$ cat src/rtl/swmon_pkg.sv
// Shared types and electrical figures for the switch activity monitor.
// The capacitance/supply defaults match those used by the behavioural gate models.
package swmon_pkg;

  typedef enum logic [2:0] {
    IDLE    = 3'd0,
    ARM     = 3'd1,
    MEASURE = 3'd2,
    CALC    = 3'd3,
    REPORT  = 3'd4
  } swmon_state_t;

  localparam int CL_PF_DEF  = 50;
  localparam int VCC_MV_DEF = 3300;

endpackage

$ cat src/rtl/sync_edge_det.sv
// Two-flop synchronizer for an asynchronous net followed by a previous-sample
// flop; toggle flags a change between the synchronized value and the last sample.
module sync_edge_det (
  input  logic clk,
  input  logic reset_L,
  input  logic d,
  input  logic load_prev,
  output logic toggle
);

  logic s1;
  logic s2;
  logic p;

  always_ff @(posedge clk or negedge reset_L) begin
    if (!reset_L) begin
      s1 <= 1'b0;
      s2 <= 1'b0;
      p  <= 1'b0;
    end else begin
      s1 <= d;
      s2 <= s1;
      // p only tracks s2 while armed/measuring so a fresh window never sees a stale edge
      if (load_prev) p <= s2;
    end
  end

  assign toggle = (s2 != p);

endmodule

$ cat src/rtl/switch_activity_monitor.sv
// Counts transitions of an observed net over a programmable window and converts
// the count to switched charge (fC); the result is offered on a valid/ready port.
module switch_activity_monitor
  import swmon_pkg::*;
#(
  parameter int CNT_W      = 16,
  parameter int WINDOW_DEF = 1000,
  parameter int CL_PF      = CL_PF_DEF,
  parameter int VCC_MV     = VCC_MV_DEF,
  parameter int Q_W        = 40
) (
  input  logic             clk,
  input  logic             reset_L,
  input  logic             sig_in,
  input  logic             start,
  input  logic [CNT_W-1:0] window_len,
  output logic             busy,
  output logic             res_valid,
  input  logic             res_ready,
  output logic [CNT_W-1:0] toggle_count,
  output logic [Q_W-1:0]   charge_fc,
  output logic             overflow,
  output swmon_state_t     dbg_state
);

  // Result handshake: a result transfers on a clock edge where res_valid and
  // res_ready are both high; res_valid stays high and the data stays stable
  // until then, and it does not depend combinationally on res_ready.

  localparam logic [CNT_W-1:0] CNT_MAX      = '1;
  localparam logic [Q_W-1:0]   Q_PER_TOGGLE = Q_W'(CL_PF * VCC_MV);

  swmon_state_t     state;
  swmon_state_t     state_next;
  logic [CNT_W-1:0] win_cnt;
  logic [CNT_W-1:0] win_eff;
  logic             toggle;
  logic             load_prev;

  assign win_eff   = (window_len == '0) ? CNT_W'(WINDOW_DEF) : window_len;
  assign load_prev = (state == ARM) || (state == MEASURE);
  assign busy      = (state != IDLE);
  assign dbg_state = state;

  sync_edge_det u_sync (
    .clk       (clk),
    .reset_L   (reset_L),
    .d         (sig_in),
    .load_prev (load_prev),
    .toggle    (toggle)
  );

  always_ff @(posedge clk or negedge reset_L) begin
    if (!reset_L) state <= IDLE;
    else          state <= state_next;
  end

  always_comb begin
    state_next = state;
    case (state)
      IDLE:    if (start) state_next = ARM;
      ARM:     state_next = MEASURE;
      MEASURE: if (win_cnt == CNT_W'(1)) state_next = CALC;
      CALC:    state_next = REPORT;
      REPORT:  if (res_ready) state_next = IDLE;
      default: state_next = IDLE;
    endcase
  end

  always_ff @(posedge clk or negedge reset_L) begin
    if (!reset_L) begin
      win_cnt      <= '0;
      toggle_count <= '0;
      charge_fc    <= '0;
      overflow     <= 1'b0;
      res_valid    <= 1'b0;
    end else begin
      case (state)
        IDLE: begin
          if (start) win_cnt <= win_eff;
        end
        ARM: begin
          toggle_count <= '0;
          charge_fc    <= '0;
          overflow     <= 1'b0;
        end
        MEASURE: begin
          win_cnt <= win_cnt - CNT_W'(1);
          if (toggle) begin
            if (toggle_count != CNT_MAX) toggle_count <= toggle_count + CNT_W'(1);
            // flag as soon as the counter reaches its ceiling
            if (toggle_count >= CNT_MAX - CNT_W'(1)) overflow <= 1'b1;
          end
        end
        CALC: begin
          charge_fc <= Q_W'(toggle_count) * Q_PER_TOGGLE;
          res_valid <= 1'b1;
        end
        REPORT: begin
          if (res_ready) res_valid <= 1'b0;
        end
        default: ;
      endcase
    end
  end

endmodule

$ cat config.mk
export PLATFORM = sky130hd
export DESIGN_NAME = switch_activity_monitor
export DESIGN_NICKNAME = d
export VERILOG_FILES = /design/src/rtl/swmon_pkg.sv /design/src/rtl/sync_edge_det.sv /design/src/rtl/switch_activity_monitor.sv
export SDC_FILE = /design/constraint.sdc
export NUM_CORES = 1
export LEC_CHECK = 0
export CORE_MARGIN = 8
export CORE_UTILIZATION = 35
export DETAILED_ROUTE_END_ITERATION = 12
export PLACE_DENSITY_LB_ADDON = 0.3
export RECOVER_POWER = 50
export SLEW_MARGIN = 20
export SYNTH_ARGS = -nofsm -noshare
export SYNTH_HDL_FRONTEND = slang
export SYNTH_SLANG_ARGS = --single-unit
$ cat constraint.sdc
create_clock -name clk -period 4.69 [get_ports clk]
set_clock_uncertainty 0.05 [all_clocks]
set_input_delay 0.7035 -clock clk [delete_from_list [all_inputs] [get_ports clk]]
set_output_delay 0.7035 -clock clk [all_outputs]
set_load 0.005 [all_outputs]
==> flow_summary.yaml, run 1 <==
grt:
  first_global_vias: 5232
  grt_pass1_wl_um: 27230
  antenna_found_initial: 0
  grt_usage_pct: 14.22
  grt_overflow: 0
  grt_max_degree: 72
clocking:
  clock-sinks: 71
  cts_tree: "yes"
  postCtsHoldBufs: 0
  numCtsBuffers: 9
  htreeDepth: 3
  insertion_delay_ns: 0.35
  cts-root-buf: "clkbuf_16"
  clkTransAtPathRegs_ns: 0.06
  cts.path.max_buffers: 2
cells_and_area:
  drive_above_1_share_pct: 7.522
  instances_no_fill: 1045
  fillers: 1815
  mostFrequentLayoutCell: "ha_1"
  finalCoreUtilization_pct: 43.63
  layout.nets: 993
  n_antenna_cell: 0
  final_cell_mix: "137 x ha_1, 71 x dfrtp_1, 70 x nand2_1, 59 x clkdlybuf4s50_1, 51 x nor2_1"
  synthToLayoutAreaGrowth_pct: 21.99
min_path:
  hold_class: "flop to flop"
power_and_ir_drop:
  p_per_area_nw_per_um2: 328.5
  p_total_mw: 2.681
  vdd_drop_max_uv: 210.4
  p_leak_nw: 4.271
die:
  fp.coreArea_um2: 18710
  die_x_um: 154.3
  initial_core_util_pct: 35.77
  die-area_um2: 23790
  num_rows: 50
  chipHeight_um: 154.3
  io_pins: 83
sta:
  relSlewSlack_pct: -31.84
  fin_setup_tns_ns: 0
  slew_violations: 117
  finalHoldViolCount: 0
  period_minus_slack_ns: 4.501
  setup_viol_count_final: 0
  rsz0062_at_grt: "true"
  fmax_mhz: 222.2
  fin_crit_sh_pct: 95.97
  holdWs_ns: 0.3090
  tightest_slew_ns: 1.978
detailed_routing:
  drc: 0
  dr.pass1.iters: 4
  vias_per_cell: 5.299
  drtIter0Drc: 281
  vias: 5537
  wl_per_cell_um: 15.88
  postRouteAntennaNets: 0
  totalWireLength_um: 16600
critical_path:
  slowest_delay_ns: 0.51
  crit_type: "flop to flop"
  crit_family: "adder cells"
  startpoint_type: "flop"
  worst-endpoint-arrival_ns: 4.72
  cp_slowest_cell: "fa_1"
  cp_num_buf_inv: 3
  worstPathCellList: "buf_4 > ha_1 > ha_1 > fa_1 > inv_1 > fa_1 > inv_1 > ha_1 > ha_1 > ha_4 > and3_1 > nor2b_1 > nand3_1 > a21o_1 > and3b_1 > xor2_1 > o21ai_0"
  crit_fanout: 7
  critical_path_required_ns: 4.91
  critPathCaptureType: "flop"
  critPathMostFrequentCell: "ha_1"
synth:
  syn_area_um2: 6690
  ys_ff_latch: 71
  synth-main-ff-cell: "dfrtp_1"
  ys_async_sr_fraction_pct: 100.0
  synth_cells: 720
  ys_seq_area_share_pct: 26.56
  synth_edf_count: 0
  synth.distinct_cells: 63
  yosysWarningCount: 0
  avgSynthCellArea_um2: 9.292
status:
  status: "complete, but fails checks"
  violations: "capacitance limit, slew limit"
placement:
  place_congestion: 0.8175
  port_buffers: 73
  post-place-cells: 1028
  post-dp-hpwl_um: 12710
flow_run:
  drv_cap: 2
==> final cells by class <==
| type | count | area [um2] | share of cell area [%] |
|---|---|---|---|
| clock buffer | 9 | 225.2 | 2.759 |
| clock inverter | 7 | 100.1 | 1.226 |
| inverter | 49 | 183.9 | 2.254 |
| multi-input combinational | 576 | 4666 | 57.17 |
| sequential | 71 | 1777 | 21.77 |
| tap | 234 | 292.8 | 3.587 |
| timing repair buffer | 99 | 917.1 | 11.24 |
==> report_power, final <==
| group | switching [mW] | internal (mW) |
|---|---|---|
| registers | 0.134 | 0.744 |
| logic | 0.619 | 0.407 |
| clock network | 0.305 | 0.472 |
| total | 1.06 | 1.62 |
==> worst register-to-register path: stages, from the launching register on <==
cell	delay [ns]
dfrtp_1	0.38
buf_4	0.17
ha_1	0.31
ha_1	0.31
fa_1	0.51
inv_1	0.05
fa_1	0.50
inv_1	0.04
ha_1	0.28
ha_1	0.33
ha_4	0.30
and3_1	0.21
nor2b_1	0.19
nand3_1	0.12
a21o_1	0.24
and3b_1	0.18
xor2_1	0.13
o21ai_0	0.13
==> synth_stat cells, types with 7 or more instances <==
| library cell | number | share of area (%) |
|---|---|---|
| nand2_1 | 70 | 3.9 |
| nor2_1 | 51 | 2.9 |
| nor3_1 | 13 | 0.97 |
| ha_1 | 140 | 26 |
| o21ai_0 | 51 | 3.8 |
| buf_4 | 10 | 1.1 |
| a21oi_1 | 40 | 3.0 |
| and3_1 | 9 | 0.84 |
| nor4_1 | 10 | 0.94 |
| dfrtp_1 | 71 | 27 |
| clkbuf_1 | 19 | 1.1 |
| xnor2_1 | 23 | 3.0 |
| nand3_1 | 23 | 1.7 |
| fa_1 | 26 | 7.8 |
| a21o_1 | 10 | 1.1 |
| xor2_1 | 11 | 1.4 |
| a31oi_1 | 7 | 0.65 |
| inv_1 | 48 | 2.7 |
==> path summary, 6_finish.rpt <==
| kind | from | to | slack [ns] | cells after the start |
|---|---|---|---|---|
| setup / recovery | toggle_count[4] | charge_fc[28] | 0.19 | 17 |
| hold / removal | u_sync.s1 | u_sync.s2 | 0.31 | 0 |
| setup reg to reg | toggle_count[4] | charge_fc[28] | 0.19 | 17 |
| hold reg to reg | u_sync.s1 | u_sync.s2 | 0.31 | 0 |
| max in group asynchronous | reset_L | charge_fc[18] | 2.66 | 1 |
| min in group asynchronous | reset_L | win_cnt[12] | 0.80 | 1 |
==> sequential cells by signal, indices dropped and copies added (netlist names) <==
| name | count |
|---|---|
| dbg_state | 3 |
| toggle_count | 16 |
| u_sync.s2 | 1 |
| charge_fc | 31 |
| u_sync.s1 | 1 |
| win_cnt | 16 |
| overflow | 1 |
| res_valid | 1 |
| u_sync.p | 1 |
==> layer usage <==
metal | routed length [um] | GRT usage (%) | up-vias
met2 | 7677 | 22.26 | 97
met1 | 8016 | 19.35 | 2715
met5 | 0 | 0 | -
met4 | 267 | 4.993 | 0
li1 | - | - | 2711
met3 | 636 | 2.508 | 14
==> metrics by stage <==
stage,setup slack [ns],area (um2)
finish,0.1888,8162
CTS,0.02389,8093
floorplan,0.1332,6720
detailed placement,0.03703,7767
global route,-0.01044,8162
global placement,0.1060,7767
==> logic make-up (layout without fill, tap and decap cells) <==
| logic type | Yosys count | in the layout | share of synthesized area (%) |
|---|---|---|---|
| buffers and inverters | 81 | 164 | 5.162 |
| AND/OR/NAND/NOR | 210 | 210 | 15.07 |
| AO/OA/AOI/OAI | 151 | 151 | 13.82 |
| multiplexers | 6 | 6 | 0.9164 |
| XOR/XNOR | 34 | 34 | 4.451 |
| other | 1 | 9 | 0.05605 |
| adder cells (fa/ha/maj) | 166 | 166 | 33.96 |
| flip-flops | 71 | 71 | 26.56 |
==> timing repair <==
item,in CTS,in global routing
gates resized for setup,0,13
hold endpoints to repair,0,0
setup buffers,0,1
setup endpoints to repair,0,10
Note: power is estimated with default switching activity, not from simulation.
==> run 2, diff against run 1 <==
CORE_UTILIZATION = 52   (was 35)
==> run 2 against run 1 <==
Effect of this change: the run still ends with capacitance limit, slew limit left; sequential share of layout area about the same; final cell count is 6.2% lower; count of clock-buffer cells in the layout rose by 1; hold slack hardly changed; global-route usage rose by 6.7 points; die area decreased by 30%; register-to-register slack hardly changed; flip-flop and latch count is the same; largest cell class unchanged.
==> flow_summary.yaml, run 2 (synthesis gave the netlist of run 1 again) <==
status:
  status: "complete, but fails checks"
  violations: "capacitance limit, slew limit"
cells_and_area:
  drive_above_1_share_pct: 8.540
  synthToLayoutAreaGrowth_pct: 21.77
  n_antenna_cell: 0
  largest_register_ffs: 31
  finalCoreUtilization_pct: 64.82
  regMostFlops: "charge_fc"
  reg_top3: "charge_fc: 31 flops, toggle_count: 16 flops, win_cnt: 16 flops"
  final_cell_mix: "131 x ha_1, 71 x dfrtp_1, 70 x nand2_1, 57 x clkdlybuf4s50_1, 51 x nor2_1"
  layout.nets: 990
  mostFrequentLayoutCell: "ha_1"
critical_path:
  startpoint_type: "flop"
  crit_family: "adder cells"
  crit_type: "flop to flop"
  r2r_slack_ns: 0.19
  cp_slowest_cell: "fa_1"
  critPathCaptureType: "flop"
  worstPathCellList: "ha_1 > ha_1 > inv_1 > fa_1 > inv_1 > fa_1 > fa_1 > ha_4 > ha_4 > a21oi_4 > buf_4 > o21a_1 > o2bb2ai_1 > a21oi_2 > a21boi_0 > xor2_1 > o21ai_0"
  crit_fanout: 5
  cp_num_buf_inv: 3
  critical_path_required_ns: 4.88
  critPathMostFrequentCell: "fa_1"
  worst-endpoint-arrival_ns: 4.69
  slowest_delay_ns: 0.54
clocking:
  insertion_delay_ns: 0.35
  clkTransAtPathRegs_ns: 0.07
  cts-root-buf: "clkbuf_16"
  postCtsHoldBufs: 0
  clock-sinks: 71
  cts_tree: "yes"
  htreeDepth: 3
  cts.path.max_buffers: 2
  numCtsBuffers: 9
placement:
  post-dp-hpwl_um: 12810
  place_congestion: 0.8632
  port_buffers: 73
detailed_routing:
  drtIter0Drc: 314
  drc: 0
  wl_per_cell_um: 17.35
  vias_per_cell: 5.866
  totalWireLength_um: 17000
  vias: 5749
  postRouteAntennaNets: 0
  dr.pass1.iters: 8
min_path:
  hold_class: "flop to flop"
die:
  initial_core_util_pct: 53.23
  die_x_um: 129.4
  chipHeight_um: 129.4
  io_pins: 83
  num_rows: 41
  fp.coreArea_um2: 12570
  die-area_um2: 16750
power_and_ir_drop:
  p_total_mw: 2.627
  p_per_area_nw_per_um2: 322.5
  vdd_drop_max_uv: 241.6
  p_leak_nw: 4.228
sta:
  fmax_mhz: 222.3
  fin_setup_tns_ns: 0
  finalHoldViolCount: 0
  tightest_slew_ns: 1.842
  setup_viol_count_final: 0
  period_minus_slack_ns: 4.498
  relSlewSlack_pct: -22.78
  slew_violations: 118
  fin_crit_sh_pct: 95.91
grt:
  grt_overflow: 0
  grt_usage_pct: 20.88
  grt_pass1_wl_um: 27950
  first_global_vias: 5785
  antenna_found_initial: 0
  grt_max_degree: 72
flow_run:
  drv_cap: 2
run 2: what timing repair did:
item                                    CTS  global route
endpoints found under the hold margin     0             0
endpoints found under the setup margin    2            11
gates cloned                              0             0
pin swaps                                 2             7
resized for setup                         2            27
setup buffers                             0             0
run 2: report_power, final:
group / switching, mW / internal [mW] / total [mW]
Combinational: 0.638 / 0.407 / 1.04
Clock: 0.292 / 0.416 / 0.708
Sequential: 0.130 / 0.744 / 0.874
Total: 1.06 / 1.57 / 2.63
run 2: layer usage:
| layer | vias to the layer above | wire [um] | GRT usage (%) |
|---|---|---|---|
| met5 | - | 0 | 0 |
| met4 | 0 | 405 | 7.445 |
| met3 | 32 | 1125 | 4.889 |
| met2 | 175 | 8025 | 32.66 |
| met1 | 2823 | 7442 | 27.70 |
| li1 | 2719 | - | - |
run 2: path summary, 6_finish.rpt:
check	start	to	cells past startpoint
max in group asynchronous	reset_L	win_cnt[15]	2
worst min register to register	u_sync.s1	u_sync.s2	0
worst min-delay path	u_sync.s1	u_sync.s2	0
worst max-delay path	toggle_count[2]	charge_fc[26]	17
worst max register to register	toggle_count[2]	charge_fc[26]	17
min in group asynchronous	reset_L	charge_fc[22]	2
run 2: worst reg2reg max path, stage by stage, from the launching register on:
cell and delay (ns):
dfrtp_1 0.38, ha_1 0.29, ha_1 0.28, inv_1 0.05, fa_1 0.52, inv_1 0.06, fa_1 0.55, fa_1 0.47
ha_4 0.27, ha_4 0.30, a21oi_4 0.06, buf_4 0.14, o21a_1 0.19, o2bb2ai_1 0.14, a21oi_2 0.19, a21boi_0 0.14
xor2_1 0.15, o21ai_0 0.17
run 2: cell type report:
cell class / instances / area, um2
clock buffer: 10 / 229.0
clock inverter: 6 / 70.07
fill: 1033 / 4422
inverter: 49 / 183.9
multi-input combinational: 576 / 4780
sequential: 71 / 1777
tap: 172 / 215.2
timing repair buffer: 96 / 892.1
run 2: stage by stage:
stage               worst slack (ns)  cells  hold slack, ns  instance area [um2]
finish                        0.1918    980          0.3087                 8147
global route               -0.007116    980          0.3142                 8147
CTS                         0.007234    980          0.3176                 7996
detailed placement          -0.01019    964          0.3123                 7672
global placement             0.05547    964          0.2826                 7672
floorplan                     0.1332    728          0.2812                 6720
